--- src/rtl/ref_row_fetcher_if.sv ---
// Bus bundle between the reference row fetcher, its reference memory,
// the transposing window register and the interpolation filter.
interface ref_row_fetcher_if #(
    parameter int unsigned ADDR_W = 16
) ();
    logic              start;
    logic [ADDR_W-1:0] base_addr;
    logic [ADDR_W-1:0] stride;
    logic              busy;
    logic              mem_rd_en;
    logic [ADDR_W-1:0] mem_addr;
    logic [63:0]       mem_rd_data;
    logic [63:0]       row_data;
    logic              row_load_L;
    logic [7:0]        row_idx;
    logic              window_valid;
    logic              window_ack;

    // Fetcher side
    modport master (
        input  start, base_addr, stride, mem_rd_data, window_ack,
        output busy, mem_rd_en, mem_addr, row_data, row_load_L, row_idx, window_valid
    );

    // Environment side: requester, memory, window register and filter
    modport slave (
        output start, base_addr, stride, mem_rd_data, window_ack,
        input  busy, mem_rd_en, mem_addr, row_data, row_load_L, row_idx, window_valid
    );
endinterface

--- src/rtl/ref_row_fetcher.sv ---
// Fetches the ROWS reference rows of one 8x8 block from a fixed-latency memory,
// streams them into the window register and holds window_valid until acked.
module ref_row_fetcher #(
    parameter int unsigned ROWS   = 15,
    parameter int unsigned ADDR_W = 16,
    parameter int unsigned RD_LAT = 2
) (
    input  logic             clock,
    input  logic             reset,
    ref_row_fetcher_if.master bus
);
    localparam int unsigned CNT_W = 8;

    typedef enum logic [1:0] {IDLE, ISSUE, DRAIN, HOLD} state_t;

    state_t            state_q, state_n;
    logic [CNT_W-1:0]  issue_cnt_q, issue_cnt_n;
    logic [CNT_W-1:0]  ret_cnt_q;
    logic [ADDR_W-1:0] stride_q, stride_n;
    logic [ADDR_W-1:0] addr_q, addr_n;
    logic              rd_en_q, rd_en_n;
    logic              busy_q, busy_n;
    logic              wv_q, wv_n;
    logic [RD_LAT-1:0] tag_q;
    logic [63:0]       row_data_q;
    logic              row_load_L_q;
    logic [CNT_W-1:0]  row_idx_q;
    logic              last_row_c;

    assign last_row_c = !row_load_L_q && (row_idx_q == CNT_W'(ROWS - 1));

    // FSM and issue-side state register
    always_ff @(posedge clock) begin
        if (reset) begin
            state_q     <= IDLE;
            issue_cnt_q <= '0;
            stride_q    <= '0;
            addr_q      <= '0;
            rd_en_q     <= 1'b0;
            busy_q      <= 1'b0;
            wv_q        <= 1'b0;
        end else begin
            state_q     <= state_n;
            issue_cnt_q <= issue_cnt_n;
            stride_q    <= stride_n;
            addr_q      <= addr_n;
            rd_en_q     <= rd_en_n;
            busy_q      <= busy_n;
            wv_q        <= wv_n;
        end
    end

    // Next state and next registered outputs
    always_comb begin
        state_n     = state_q;
        issue_cnt_n = issue_cnt_q;
        stride_n    = stride_q;
        addr_n      = addr_q;
        rd_en_n     = 1'b0;

        unique case (state_q)
            IDLE: begin
                if (bus.start) begin
                    state_n     = ISSUE;
                    stride_n    = bus.stride;
                    addr_n      = bus.base_addr;
                    rd_en_n     = 1'b1;
                    issue_cnt_n = CNT_W'(1);
                end
            end
            ISSUE: begin
                // issue_cnt_q counts requests already on the bus, including this cycle's
                if (issue_cnt_q == CNT_W'(ROWS)) begin
                    state_n = DRAIN;
                end else begin
                    rd_en_n     = 1'b1;
                    addr_n      = addr_q + stride_q;
                    issue_cnt_n = issue_cnt_q + CNT_W'(1);
                end
            end
            DRAIN: begin
                if (last_row_c) state_n = HOLD;
            end
            HOLD: begin
                if (bus.window_ack) state_n = IDLE;
            end
            default: state_n = IDLE;
        endcase

        busy_n = (state_n != IDLE);
        wv_n   = (state_n == HOLD);
    end

    // Return path: a tag bit travels alongside each read so only tagged cycles load a row
    always_ff @(posedge clock) begin
        if (reset) begin
            tag_q        <= '0;
            row_data_q   <= '0;
            row_load_L_q <= 1'b1;
            row_idx_q    <= '0;
            ret_cnt_q    <= '0;
        end else begin
            tag_q        <= (tag_q << 1) | RD_LAT'(rd_en_q);
            row_load_L_q <= 1'b1;
            if (tag_q[RD_LAT-1]) begin
                row_data_q   <= bus.mem_rd_data;
                row_load_L_q <= 1'b0;
                row_idx_q    <= ret_cnt_q;
                ret_cnt_q    <= ret_cnt_q + CNT_W'(1);
            end else if (state_q == IDLE) begin
                ret_cnt_q <= '0;
            end
        end
    end

    assign bus.busy         = busy_q;
    assign bus.mem_rd_en    = rd_en_q;
    assign bus.mem_addr     = addr_q;
    assign bus.row_data     = row_data_q;
    assign bus.row_load_L   = row_load_L_q;
    assign bus.row_idx      = row_idx_q;
    assign bus.window_valid = wv_q;
endmodule

--- src/flat_wrapper.sv ---
// flat-port wrapper written by rule: the top's interface ports become plain ports
module ref_row_fetcher_flat 
#(
    parameter int unsigned ROWS   = 15,
    parameter int unsigned ADDR_W = 16,
    parameter int unsigned RD_LAT = 2
)
  (clock, reset, bus_start, bus_base_addr, bus_stride, bus_mem_rd_data, bus_window_ack, bus_busy, bus_mem_rd_en, bus_mem_addr, bus_row_data, bus_row_load_L, bus_row_idx, bus_window_valid);
  ref_row_fetcher_if #(.ADDR_W(ADDR_W)) bus_i ();
  input  logic clock;
  input  logic reset;
  input wire logic [$bits(bus_i.start)-1:0] bus_start;
  input wire logic [$bits(bus_i.base_addr)-1:0] bus_base_addr;
  input wire logic [$bits(bus_i.stride)-1:0] bus_stride;
  input wire logic [$bits(bus_i.mem_rd_data)-1:0] bus_mem_rd_data;
  input wire logic [$bits(bus_i.window_ack)-1:0] bus_window_ack;
  output wire logic [$bits(bus_i.busy)-1:0] bus_busy;
  output wire logic [$bits(bus_i.mem_rd_en)-1:0] bus_mem_rd_en;
  output wire logic [$bits(bus_i.mem_addr)-1:0] bus_mem_addr;
  output wire logic [$bits(bus_i.row_data)-1:0] bus_row_data;
  output wire logic [$bits(bus_i.row_load_L)-1:0] bus_row_load_L;
  output wire logic [$bits(bus_i.row_idx)-1:0] bus_row_idx;
  output wire logic [$bits(bus_i.window_valid)-1:0] bus_window_valid;
  assign bus_i.start = bus_start;
  assign bus_i.base_addr = bus_base_addr;
  assign bus_i.stride = bus_stride;
  assign bus_i.mem_rd_data = bus_mem_rd_data;
  assign bus_i.window_ack = bus_window_ack;
  assign bus_busy = bus_i.busy;
  assign bus_mem_rd_en = bus_i.mem_rd_en;
  assign bus_mem_addr = bus_i.mem_addr;
  assign bus_row_data = bus_i.row_data;
  assign bus_row_load_L = bus_i.row_load_L;
  assign bus_row_idx = bus_i.row_idx;
  assign bus_window_valid = bus_i.window_valid;
  ref_row_fetcher #(.ROWS(ROWS), .ADDR_W(ADDR_W), .RD_LAT(RD_LAT)) u_core (.clock(clock), .reset(reset), .bus(bus_i));
endmodule
--- config.mk ---
export PLATFORM = sky130hd
export DESIGN_NAME = ref_row_fetcher_flat
export DESIGN_NICKNAME = d
export VERILOG_FILES = /design/src/rtl/ref_row_fetcher_if.sv /design/src/rtl/ref_row_fetcher.sv /design/src/flat_wrapper.sv
export SDC_FILE = /design/constraint.sdc
export NUM_CORES = 1
export LEC_CHECK = 0
export CORE_ASPECT_RATIO = 0.8
export CORE_MARGIN = 2
export CORE_UTILIZATION = 49
export CTS_CLUSTER_DIAMETER = 120
export DETAILED_ROUTE_END_ITERATION = 8
export PLACE_DENSITY = 0.82
export SLEW_MARGIN = 20
export SYNTH_ARGS = -nofsm -noshare
export SYNTH_HDL_FRONTEND = slang
export SYNTH_SLANG_ARGS = --single-unit
--- constraint.sdc ---
create_clock -name clock -period 4.4 [get_ports clock]
set_input_delay 0.66 -clock clock [delete_from_list [all_inputs] [get_ports clock]]
set_output_delay 0.66 -clock clock [all_outputs]
set_load 0.05 [all_outputs]
# == After elaboration in Yosys (flattened, before gate mapping) ==
# Cells that the tools add are included.
# word_totals
ff_bits,128
latch_bits,0
ramBits,0
mem_bits_ro,0
wordCells,49
mem_count,0
# op_classes
n_addsub,3
mul,0
div,0
n_lt_le_gt_ge,0
eq_ne,8
n_shift,0
n_mux,17
bitwise,1
n_reduce_logical,8
# op_table
op,count
two-way mux 16 bit,2
two-way mux 8 bit,4
one-hot mux 16 bit (2 select lines),1
adder 16 bit,1
adder 8 x 1 -> 8 bit (second input constant),2
equality test 8 x 4 -> 1 bit (second input constant),2
one-hot mux 8 bit (2 select lines),1
two-way mux 2 bit,4
one-hot mux 2 bit (4 select lines),1
equality test 2 bit (second input constant),3
nonzero test 2 bit,3
inequality test 2 bit (second input constant),2
two-way mux 1 bit,3
AND reduction 3 bit,1
equality test 2 x 1 -> 1 bit (second input constant),1
zero test 2 bit,1
OR 2 x 1 -> 2 bit,1
one-hot mux 1 bit (2 select lines),1
AND reduction 2 bit,1
logical AND 1 bit,1
zero test 1 bit,1

# == Logic depth before layout (Yosys ltp) ==
# Gate-level depths: netlist of run 1.
# depth
ltp_word,5
mapped_depth,8
depth_no_buf,7

# == Worst setup path before layout of run 1 ==
# Ideal clock, no wire load.
# synth_path
kind,reg2reg
startpoint,reg u_core.addr_q[0] (netlist: u_core.bus.mem_addr[0])
endpoint,reg u_core.addr_q[10] (netlist: u_core.bus.mem_addr[10])
setup_time_ns,0.058
arrival_ns,2.255
required_time_ns,4.342
slack_ns,2.086
stages_incl_launch_ff,8
path_buffers,0
cell_sequence,dfxtp_1 -> ha_1 -> fa_1 -> a21o_1 -> a31oi_1 -> o211ai_1 -> a2111oi_0 -> a211o_1
# synth_between
elab_chain_cells,3
# synth_lines
element,line_no,text
start: declaration,ref_row_fetcher.sv:20,"logic [ADDR_W-1:0] addr_q, addr_n;"
start signal: assignment,ref_row_fetcher.sv:46,addr_q <= addr_n;
adder 16 bit,ref_row_fetcher.sv:77,addr_n = addr_q + stride_q;
two-way mux 16 bit,ref_row_fetcher.sv:73,if (issue_cnt_q == CNT_W'(ROWS)) begin
one-hot mux 16 bit (2 select lines),ref_row_fetcher.sv:61,unique case (state_q)
# No other way between the ends. The select of a mux whose other input is x is not followed.
# A chain may end at the register's enable or synchronous reset.

# == Worst setup path after layout of run 1 ==
# layout_path
startpoint,reg u_core.state_q[0]
endpoint,reg u_core.addr_q[8] (netlist: u_core.bus.mem_addr[8])
# layout_between
elab_chain_cells,3
# layout_lines
element,line_no,text
start: declaration,ref_row_fetcher.sv:16,"state_t state_q, state_n;"
start signal: assignment,ref_row_fetcher.sv:43,state_q <= state_n;
equality test 2 x 1 -> 1 bit or zero test 2 bit (tied branches),ref_row_fetcher.sv:61,
inequality test 2 bit (no line) or nonzero test 2 bit (tied branches),n/a,
AND reduction 3 bit (no line),n/a,
# Parallel ways exist; a longest one is shown, timed or not.

==> flow_summary.toml, run 1 <==
[status]
status = "finished, final reports clean"

[pwr]
peakVddDrop_mv = 0.2759
powerDensity_nw_per_um2 = 381.3
power.total_w = 0.003168
p_leak_nw = 3.097

[synth]
yosysMostFrequentCell = "dfxtp_1"
synth_area_leader_cell = "dfxtp_1"
synth_compound_area_share_pct = 14.50
synth_edf_count = 0
ys_types = 64
synth_top_family_by_area = "simple AND/OR/NAND/NOR gates"
synthAdderAreaFrac_pct = 4.068
synth_top_area_share_pct = 44.79
synth.yosys.seq_area_share_pct = 44.79
synth_common_cells = "128 x dfxtp_1, 102 x nor2_1, 72 x mux2i_1, 62 x nand2_1, 51 x a21oi_1"
yosysWarnings = 0
yosys.area_share.simple_pct = 18.57
synth.net_count = 743
async_reset_ff_share_pct = 0
synth_area_um2 = 5720
synth_xor_xnor_area_share_pct = 2.297
ys_ff_latch = 128
synthMuxAreaShare_pct = 12.80
syn_area_per_cell_um2 = 9.153
synth_ff_type = "dfxtp_1"
ys_top_cells_by_area = "dfxtp_1 45%, mux2i_1 13%, nor2_1 6.7%"
synthCells = 625

[placement]
place_area_um2 = 7705
place_hpwl_mm = 11.87
routabilityCongestion = 0.8923
io_buffers = 191

[global_routing]
grt_pass1_wl_mm = 26.03
antenna_found_initial = 1
grt_usage_pct = 25.90
gr-total-overflow = 0
grt_max_degree = 73
grt_pass1_vias = 5153

[clocking]
cts_resized = 0
hold_buffers = 0
clkSinkCount = 128
post-cts-setup-buffers = 0
clk_path_buf_depth = 2
path_clk_slew_ns = 0.06
clock_latency_ns = 0.41
htreeDepth = 4
cts_tree = "built"
cts_made_buffers = 17
cts_root_buf = "clkbuf_16"

[detailed_routing]
via_count = 5357
vias_per_cell = 5.546
routed_wl_mm = 16.71
ant_nets = 0
drc = 0
first_iter_violations = 360
dr.pass1.iters = 7
wire_per_inst_um = 17.30

[setup_path]
worst-path-buf-inv = 0
crit_path_end_kind = "flop"
path_class = "reg2reg"
path_depth = 5
crit_fanout = 11
critPathLaunchType = "flop"
arrival_ns = 3.05
reg2regPathDepth = 5
crit_family = "simple AND/OR/NAND/NOR gates"
r2r_slack_ns = 1.71
slowest_stage = "nor2b_1"
critPathRequiredTime_ns = 4.76
max_stage_delay_ns = 0.94
path_cells = "nor2b_1, o211ai_2, or3_1, o41a_1, nand3_1"

[final_layout]
finalNetCount = 923
syn2layout_area_growth_pct = 45.25
drive_gt1_share_pct = 6.846
n_antenna_cell = 0
final_area_um2 = 8309
utilization_pct = 72.70

[sta]
skew_ns = 0.008355
worst_slew_pin_slew_ns = 1.121
fin_crit_sh_pct = 61.22
finalSetupViolCount = 0
report.final.slew_viol_count = 0
slew_headroom_pct = 25.09
rsz0062_at_grt = "no"
setup_tns_ns = 0
finalCriticalPeriod_ns = 2.694
fmax_mhz = 371.2
hold_violations = 0

[floorplan]
core_um2 = 11430
die_area_um2 = 12560
dieWidth_um = 124.8
fp-row-count = 35
die_h_um = 100.6
num_io_pins = 192
start_util_pct = 50.05

[min_path]
hold_class = "reg2reg"
min_path_cells = 1

[flow_run]
max_cap_viol_count = 0
worst paths after layout:
kind                     start                      to
max          u_core.state_q[0]  u_core.bus.mem_addr[8]
min            u_core.tag_q[0]         u_core.tag_q[1]
max reg2reg  u_core.state_q[0]  u_core.bus.mem_addr[8]
min reg2reg    u_core.tag_q[0]         u_core.tag_q[1]
layout make-up:
class,instances,area [µm²]
clock buffer,19,454.2
clock inverter,13,150.1
timing repair buffer,195,1939
sequential,128,2566
inverter,7,26.28
fill,809,3120
tap,148,185.2
multi-input combinational,456,2988
report_power, final:
| group | leakage (nW) | total (W) | switching [W] | internal [W] |
|---|---|---|---|---|
| logic | 1.77 | 0.000502 | 0.000287 | 0.000215 |
| clock network | 0.284 | 0.00142 | 0.000544 | 0.000878 |
| registers | 1.04 | 0.00124 | 0.0000422 | 0.00120 |
state kept, by name, indices dropped and copies added, names as in the netlist:
| name | cells |
|---|---|
| u_core.issue_cnt_q | 8 |
| u_core.bus.mem_rd_en | 1 |
| u_core.bus.window_valid | 1 |
| u_core.bus.mem_addr | 16 |
| u_core.bus.row_data | 64 |
| u_core.bus.row_load_L | 1 |
| u_core.state_q | 2 |
| u_core.bus.row_idx | 8 |
| u_core.stride_q | 16 |
| u_core.ret_cnt_q | 8 |
| u_core.tag_q | 2 |
| u_core.bus.busy | 1 |
routing by layer:
metal,share of wire [%],track usage [%]
met1,43,32.87
met5,0.078,0
met4,2.3,11.58
met3,7.0,6.051
met2,47,42.54
metrics by stage:
stage / hold WS, ns / setup slack (ns) / std cells
floorplan: 0.4138 / 2.086 / 625
global placement: 0.4211 / 1.683 / 934
detailed placement: 0.4365 / 1.624 / 934
CTS: 0.4482 / 1.833 / 966
global route: 0.4576 / 1.696 / 966
finish: 0.4421 / 1.706 / 966
placed cells by master, fill, tap and decap left out, types with 7 or more instances in the layout:
| master | n |
|---|---|
| clkbuf_16 | 18 |
| a21oi_1 | 51 |
| nand2_1 | 62 |
| nand3_1 | 17 |
| nor2_1 | 102 |
| o21ai_0 | 11 |
| and3_1 | 9 |
| ha_1 | 17 |
| clkdlybuf4s50_1 | 190 |
| mux2i_1 | 72 |
| inv_1 | 7 |
| a21o_1 | 7 |
| nor3b_1 | 8 |
| dfxtp_1 | 127 |
| xnor2_1 | 10 |
cells by family (layout without fill, tap and decap cells):
group	after synthesis	after routing
and+or+nand+nor	232	232
DFF	128	128
AOI/OAI and AO/OA	118	118
muxes	73	73
buffers and inverters	41	234
adders and majority gates	18	18
xor gates and xnor gates	15	15
worst reg2reg max path, cell delays in order (launching register included):
cell and delay (ns):
dfxtp_1 0.59, nor2b_1 0.94, o211ai_2 0.42, or3_1 0.45
o41a_1 0.14, nand3_1 0.09
Power figures use the tool's default switching activity.
==> run 2: changes to the inputs <==
- CORE_UTILIZATION: 49 -> 46
- PLACE_DENSITY: 0.82 -> 0.78
- clock period: 4.4 -> 2.6 ns (I/O delays scaled with it)
==> flow_summary.toml, run 2 (same netlist as run 1, synthesis figures left out) <==
[sta]
report.final.slew_viol_count = 0
slew_headroom_pct = 50.45
fmax_mhz = 422.5
rsz0062_at_grt = "no"
worst_hold_slack_ns = 0.3793
skew_ns = 0.007925
hold_violations = 0
finalSetupViolCount = 0
fin_crit_sh_pct = 91.03
worst_slew_pin_slew_ns = 0.7433
finalCriticalPeriod_ns = 2.367
worst_slack_ns = 0.2333
setup_tns_ns = 0

[floorplan]
core_um2 = 12160
die_h_um = 103.7
start_util_pct = 47.04
dieWidth_um = 128.7
num_io_pins = 192
die_area_um2 = 13350
fp-row-count = 36

[placement]
place_ws_ns = 0.2772
place_hpwl_mm = 11.90
io_buffers = 191
routabilityCongestion = 0.9686

[final_layout]
largest_reg_flops = 64
final_cell_mix = "190 x clkdlybuf4s50_1, 127 x dfxtp_1, 102 x nor2_1"
syn2layout_area_growth_pct = 46.22
finalNetCount = 931
layout_commonest_cell = "clkdlybuf4s50_1"
n_antenna_cell = 0
drive_gt1_share_pct = 7.748

[detailed_routing]
routed_wl_mm = 16.47
first_iter_violations = 430
drc = 0
dr.pass1.iters = 5
via_count = 5265
vias_per_cell = 5.383
ant_nets = 0
wire_per_inst_um = 16.84

[setup_path]
path_class = "reg2reg"
crit_path_end_kind = "flop"
critPathRequiredTime_ns = 2.95
crit_fanout = 4
arrival_ns = 2.72
critPathLaunchType = "flop"

[clocking]
cts_tree = "built"
cts_root_buf = "clkbuf_16"
clk_path_buf_depth = 2
clkSinkCount = 128
cts_resized = 0
path_clk_slew_ns = 0.06
cts_made_buffers = 17
htreeDepth = 4
post-cts-setup-buffers = 0
hold_buffers = 0
clock_latency_ns = 0.41

[pwr]
power.total_w = 0.005291
p_leak_nw = 3.116
peakVddDrop_mv = 0.4471
powerDensity_nw_per_um2 = 632.6

[flow_run]
max_cap_viol_count = 0

[status]
status = "finished, final reports clean"

[min_path]
hold_class = "in2reg"

[global_routing]
grt_usage_pct = 24.97
antenna_found_initial = 0
gr-total-overflow = 0
grt_pass1_wl_mm = 26.70
grt_max_degree = 68
grt_pass1_vias = 5282
run 2: final timing paths:
path,to,start,depth (start not counted),slack (ns)
worst min-delay path,u_core.bus.row_load_L,reset,3,0.38
worst min register to register,u_core.tag_q[1],u_core.tag_q[0],1,0.43
worst max-delay path,u_core.bus.mem_addr[10],u_core.bus.mem_addr[0],7,0.23
worst max register to register,u_core.bus.mem_addr[10],u_core.bus.mem_addr[0],7,0.23
run 2: worst max-delay path: stages, from the launching register on:
cell and delay (ns):
dfxtp_1 0.32, ha_1 0.23, fa_1 0.41, a21o_1 0.24, a31oi_1 0.34, o211ai_1 0.20, a2111oi_0 0.42, a211o_1 0.16
run 2: through the flow:
step	util (%)	cell area, µm²	cells
2_1_floorplan	-	5720	625
3_3_place_gp	63.99	7782	946
3_5_place_dp	63.99	7782	946
4_1_cts	68.78	8364	978
5_1_grt	68.78	8364	978
6_report	68.78	8364	978
run 2: metal layers:
metal,part of all wire [%],track usage (%)
met1,44,32.16
met2,48,40.67
met3,5.7,5.785
met4,1.7,9.394
met5,0,0
run 2: power breakdown:
part	internal [W]	switching [W]
clock network	0.00143	0.000891
logic	0.000373	0.000496
registers	0.00204	0.0000618
run 2: layout make-up:
class	instances	area [µm²]
tap	152	190.2
fill	953	3797
inverter	7	26.28
clock buffer	19	442.9
timing repair buffer	203	2012
clock inverter	13	138.9
multi-input combinational	456	2988
sequential	128	2566
